===== config.mk =====
export PLATFORM = sky130hd
export DESIGN_NAME = ntt_ctrl
export DESIGN_NICKNAME = d
export VERILOG_FILES = /design/src/rtl/ntt_ctrl.sv
export SDC_FILE = /design/constraint.sdc
export NUM_CORES = 1
export LEC_CHECK = 0
export CAP_MARGIN = 5
export CORE_MARGIN = 2
export CORE_UTILIZATION = 59
export DETAILED_ROUTE_END_ITERATION = 10
export PLACE_DENSITY = 0.79
export SYNTH_ARGS = -nofsm -noshare
export SYNTH_HDL_FRONTEND = slang
export SYNTH_SLANG_ARGS = --single-unit

===== constraint.sdc =====
create_clock -name clk -period 11.4 [get_ports clk]
set_clock_uncertainty 0.2 [all_clocks]
set_input_delay 1.14 -clock clk [delete_from_list [all_inputs] [get_ports clk]]
set_output_delay 1.14 -clock clk [all_outputs]
set_load 0.01 [all_outputs]

===== src/rtl/ntt_ctrl.sv =====
// Stage/address sequencer for an in-place radix-2 DIF NTT driving one pipelined butterfly.
// Optional cycle counter output cyc_cnt is enabled with `define NTT_CTRL_CYCCNT_EN.
module ntt_ctrl #(
  parameter int N      = 256,
  parameter int LOGN   = 8,
  parameter int RD_LAT = 1,
  parameter int BF_LAT = 8
) (
  input  logic            clk,
  input  logic            reset,
  input  logic            start,
  output logic            busy,
  output logic            done,
  output logic [3:0]      stage,
  output logic            rd_en,
  output logic [LOGN-1:0] rd_addr0,
  output logic [LOGN-1:0] rd_addr1,
  output logic [LOGN-2:0] tw_addr,
  output logic            wr_en,
  output logic [LOGN-1:0] wr_addr0,
  output logic [LOGN-1:0] wr_addr1
`ifdef NTT_CTRL_CYCCNT_EN
  ,
  output logic [31:0]     cyc_cnt
`endif
);

  localparam int D   = RD_LAT + BF_LAT;
  localparam int JW  = LOGN - 1;
  localparam int DCW = (D > 1) ? $clog2(D) : 1;
  localparam int WBW = 2 * LOGN + 1;

  localparam logic [JW-1:0]  J_LAST = JW'(N / 2 - 1);
  localparam logic [3:0]     S_LAST = 4'(LOGN - 1);
  localparam logic [DCW-1:0] D_LAST = DCW'(D - 1);

  typedef enum logic [1:0] {S_IDLE, S_ISSUE, S_DRAIN, S_DONE} state_t;

  state_t         state_q, state_n;
  logic [JW-1:0]  j_q, j_n;
  logic [3:0]     stage_q, stage_n;
  logic [DCW-1:0] dcnt_q, dcnt_n;

  logic            rd_en_n, busy_n, done_n;
  logic [LOGN-1:0] rd_addr0_n, rd_addr1_n;
  logic [LOGN-2:0] tw_addr_n;

  logic [LOGN-1:0] jx, hmask, k, a0;
  logic [3:0]      sh;

  // Write-back delay line: {vld, addr0, addr1}, D stages deep
  logic [WBW-1:0] wb_p [D];

  always_ff @(posedge clk or negedge reset) begin
    if (!reset) begin
      state_q  <= S_IDLE;
      j_q      <= '0;
      stage_q  <= '0;
      dcnt_q   <= '0;
      rd_en    <= 1'b0;
      rd_addr0 <= '0;
      rd_addr1 <= '0;
      tw_addr  <= '0;
      busy     <= 1'b0;
      done     <= 1'b0;
    end else begin
      state_q  <= state_n;
      j_q      <= j_n;
      stage_q  <= stage_n;
      dcnt_q   <= dcnt_n;
      rd_en    <= rd_en_n;
      rd_addr0 <= rd_addr0_n;
      rd_addr1 <= rd_addr1_n;
      tw_addr  <= tw_addr_n;
      busy     <= busy_n;
      done     <= done_n;
    end
  end

  always_comb begin
    state_n = state_q;
    j_n     = j_q;
    stage_n = stage_q;
    dcnt_n  = dcnt_q;
    case (state_q)
      S_IDLE: begin
        if (start) begin
          state_n = S_ISSUE;
          j_n     = '0;
          stage_n = '0;
        end
      end
      S_ISSUE: begin
        if (j_q == J_LAST) begin
          state_n = S_DRAIN;
          dcnt_n  = '0;
        end else begin
          j_n = j_q + 1'b1;
        end
      end
      S_DRAIN: begin
        // Wait until the last write of this stage has landed before rereading
        if (dcnt_q == D_LAST) begin
          if (stage_q == S_LAST) begin
            state_n = S_DONE;
            stage_n = '0;
          end else begin
            state_n = S_ISSUE;
            stage_n = stage_q + 4'd1;
            j_n     = '0;
          end
        end else begin
          dcnt_n = dcnt_q + 1'b1;
        end
      end
      S_DONE:  state_n = S_IDLE;
      default: state_n = S_IDLE;
    endcase
  end

  // Outputs are computed from the next state so they register in step with it
  always_comb begin
    jx         = {1'b0, j_n};
    sh         = 4'(LOGN - 1) - stage_n;
    hmask      = {LOGN{1'b1}} >> (stage_n + 4'd1);
    k          = jx & hmask;
    a0         = ((jx >> sh) << (sh + 4'd1)) | k;
    rd_en_n    = (state_n == S_ISSUE);
    rd_addr0_n = '0;
    rd_addr1_n = '0;
    tw_addr_n  = '0;
    if (rd_en_n) begin
      rd_addr0_n = a0;
      rd_addr1_n = a0 + (hmask + 1'b1);
      tw_addr_n  = JW'(k << stage_n);
    end
    busy_n = (state_n == S_ISSUE) || (state_n == S_DRAIN);
    done_n = (state_n == S_DONE);
  end

  always_ff @(posedge clk or negedge reset) begin
    if (!reset) begin
      for (int i = 0; i < D; i++) wb_p[i] <= '0;
    end else begin
      wb_p[0] <= {rd_en, rd_addr0, rd_addr1};
      for (int i = 1; i < D; i++) wb_p[i] <= wb_p[i-1];
    end
  end

  assign wr_en    = wb_p[D-1][WBW-1];
  assign wr_addr0 = wb_p[D-1][2*LOGN-1:LOGN];
  assign wr_addr1 = wb_p[D-1][LOGN-1:0];
  assign stage    = stage_q;

`ifdef NTT_CTRL_CYCCNT_EN
  // Loading 1 on start counts the first issue cycle, so a run totals LOGN*(N/2+D)+1
  always_ff @(posedge clk or negedge reset) begin
    if (!reset) begin
      cyc_cnt <= '0;
    end else if (state_q == S_IDLE && start) begin
      cyc_cnt <= 32'd1;
    end else if (busy && cyc_cnt != '1) begin
      cyc_cnt <= cyc_cnt + 32'd1;
    end
  end
`endif

endmodule


==> results.toml <==
[worst_setup_path]
crit_required_ns = 11.56
rr_worst_depth = 21
worstPathCellList = "inv_1 > ha_1 > mux2i_2 > a2bb2oi_2 > nand2_2 > inv_1 > ha_1 > inv_1 > a22oi_1 > o31a_1 > inv_1 > ha_1 > nor2b_1 > o21ai_0 > a21oi_1 > o21ai_0 > nand2b_1 > a31oi_1 > xnor2_1 > a2111o_1 > nand2_1"
slowest_delay_ns = 0.65
path_buf_inv = 4
cpMaxStageDelayCell = "ha_1"
crit_path_frequent_cell = "inv_1"
cp-start-kind = "flip-flop"
crit_arrival_ns = 6.10
end_kind = "flip-flop"
worst-setup-path-type = "flip-flop to flip-flop"
worst-path-max-fanout = 21
worst-path-stages = 21
crit_family = "compound AO/OA/AOI/OAI gates"

[final_layout]
drive_above_1_share_pct = 10.9
nFillCells = 776
n_antenna_cell = 0
area_growth_syn_to_layout_pct = 14.8
seqCellArea_um2 = 4900
final_nets = 599
multi_input_comb_area_um2 = 2010
fin_util_pct = 69.4

[routing]
first_iter_violations = 427
routed_wirelength_um = 15000
wire_per_inst_um = 20.4
routed_via_density = 5.86
first_pass_iters = 5
antenna_left = 0
vias = 4301
drc = 0

[floorplanning]
die_height_um = 115
die_w_um = 115
initial_utilization_pct = 60.4
die_area_um2 = 13200
fp.coreArea_um2 = 12000
row_count = 40
ios = 50

[placed_design]
gp_congestion = 0.927
port_buffers = 49
dpl.hpwl_um = 9450

[logic_synthesis]
ys_ff_latch = 196
synth_top_family_by_area = "compound AO/OA/AOI/OAI gates"
synthCells = 534
synth_area_leaders = "dfrtp_1 68%, ha_1 3.6%, buf_4 2.1%"
synthAdderAreaFrac_pct = 3.91
syn_avg_cell_area_um2 = 13.5
synthFlopType = "dfrtp_1"
synth_mux_area_share_pct = 0.935
synth_compound_gate_area_share_pct = 11.2
ys_seq_area_share_pct = 67.9
synth_nets = 559
synth_common_cells = "196 x dfrtp_1, 35 x nor2_1, 31 x nand2_1, 21 x ha_1, 21 x inv_1"
netlist_area_um2 = 7230
synth_edf_count = 0
async_flop_share_pct = 100
synth-simple-area-share_pct = 10.4
synth-xor-area-share_pct = 1.33
synthDistinctLibCells = 80
yosysMostFrequentCell = "dfrtp_1"
ys.warnings.count = 0
synth.top_cell.area_share_pct = 67.9
synth_area_leader_cell = "dfrtp_1"

[pwr]
cellPowerDensity_nw_per_um2 = 158
vdd.ir_drop.worst_v = 0.000113
p_leak_nw = 3.94

[sta]
finalSetupViolCount = 0
fin_crit_ns = 5.94
finalCritPeriodShare_pct = 52.1
totalNegativeSetupSlack_ns = 0
rsz0062_at_grt = "no"
drv_slew = 0
fmax_ghz = 0.168
final-hold-violation-count = 0
worst_pin_slew_ns = 0.933
slew_headroom_pct = 37.8

[global_routing]
globalRouteMet2Util_pct = 39.4
overflow = 0
met1_usage_pct = 32.7
grt_pass1_wl_um = 23800
grtUsageMet3_pct = 5.66
grt_max_degree = 119
antenna_found_initial = 0
grt_pass1_vias = 4324
top_usage_layer = "met2"
grtUsageTotal_pct = 24.5

[hold_path]
worst_hold_path.num_cells = 0
hold_class = "flip-flop to flip-flop"

[outcome]
status = "completed"

[cts]
clk_latency_ns = 0.43
postCtsSetupBuffers = 0
clk_path_buf_depth = 2
cts_tree = "done"
clock-sinks = 196
cts_buffers = 17
ctsHoldBuffers = 0
cts.clk_slew.worst_paths_ns = 0.07
cts_root_buf = "clkbuf_16"
ctsResizeCount = 0
cts_max_level = 4

[job]
cap_violations = 0
cell usage in the layout (no fill, tap or decap), types with 3 or more instances in the layout:
cell and count:
nor3_1 12, ha_1 21, o21ai_0 18, a31oi_1 10, dfrtp_1 196, a211oi_1 3
o221ai_1 3, nand4_1 3, nand2b_1 6, a41o_1 3, nor2b_1 6, o211ai_1 3
o31a_1 3, nor2_2 4, and3b_1 3, o21ai_1 5, clkbuf_16 17, and3_1 5
inv_6 5, a21oi_1 12, nor2_1 35, a21o_1 6, nand2_1 31, clkdlybuf4s50_1 48
nand3_1 14, and2_1 6, xnor2_1 10, inv_1 21, o22ai_1 5
kinds of logic (layout without fill, tap and decap cells):
logic type,count (synthesis),after routing
buffers and inverters,54,107
DFF,196,196
muxes,6,6
xor gates and xnor gates,11,11
adders and majority gates,22,22
and+or+nand+nor,142,142
AOI/OAI and AO/OA,103,103
worst paths after layout:
| path | from | endpoint | slack [ns] |
|---|---|---|---|
| worst max-delay path | state_q[0] | rd_addr1[7] | 5.46 |
| worst max register to register | state_q[0] | rd_addr1[7] | 5.46 |
| worst min register to register | wb_p[43] | wb_p[26] | 0.14 |
| max in group asynchronous | reset | wb_p[34] | 8.88 |
| min in group asynchronous | reset | wb_p[66] | 0.64 |
| worst min-delay path | wb_p[43] | wb_p[26] | 0.14 |
worst reg2reg max path, stage by stage (launching register included):
cell and delay [ns]:
dfrtp_1 0.43, inv_1 0.12, ha_1 0.65, mux2i_2 0.31
a2bb2oi_2 0.29, nand2_2 0.20, inv_1 0.64, ha_1 0.37
inv_1 0.13, a22oi_1 0.47, o31a_1 0.27, inv_1 0.06
ha_1 0.26, nor2b_1 0.12, o21ai_0 0.19, a21oi_1 0.12
o21ai_0 0.19, nand2b_1 0.12, a31oi_1 0.22, xnor2_1 0.11
a2111o_1 0.36, nand2_1 0.06
metrics by stage:
| step | hold WS [ns] | setup WS, ns | total power (W) | cell area, um2 | std cells |
|---|---|---|---|---|---|
| after floorplan | 0.131 | 6.32 | 0.000709 | 7230 | 534 |
| after global placement | 0.132 | 5.43 | 0.000722 | 7700 | 702 |
| after detailed placement | 0.135 | 5.18 | 0.000723 | 7700 | 702 |
| after CTS | 0.141 | 5.49 | 0.00133 | 8300 | 734 |
| after global routing | 0.147 | 4.97 | 0.00135 | 8300 | 734 |
| final | 0.140 | 5.46 | 0.00131 | 8300 | 734 |
flip-flops by register name, summed over array words and instances, names as in the netlist:
register / count
state_q: 2
tw_addr: 7
busy: 1
wr_en: 1
rd_en: 1
dcnt_q: 4
done: 1
wr_addr1: 8
j_q: 7
stage: 4
wr_addr0: 8
rd_addr0: 8
rd_addr1: 8
wb_p: 136
routing by layer:
layer / up-vias / routed length [um] / share of wire, %
met5: - / 0 / 0
met4: 0 / 418 / 2.8
met3: 34 / 912 / 6.1
met2: 190 / 7410 / 50
met1: 2149 / 6230 / 42
li1: 1928 / - / -
cell type report:
| type | count | area share, % |
|---|---|---|
| flip-flops and latches | 196 | 59.1 |
| multi-input cells | 284 | 24.2 |
| repair buffers | 50 | 6.05 |
| clock buffers | 19 | 5.22 |
| well taps | 147 | 2.22 |
| clock inverters | 13 | 1.96 |
| inverters | 25 | 1.22 |
power by group:
part	switching, W	total, W	leakage (nW)	internal [W]
Sequential	0	0.000695	2.60	0.000695
Combinational	0.0000125	0.0000134	1.06	0.000000906
Clock	0.000270	0.000601	0.286	0.000331
Note: power is estimated with default switching activity, not from simulation.
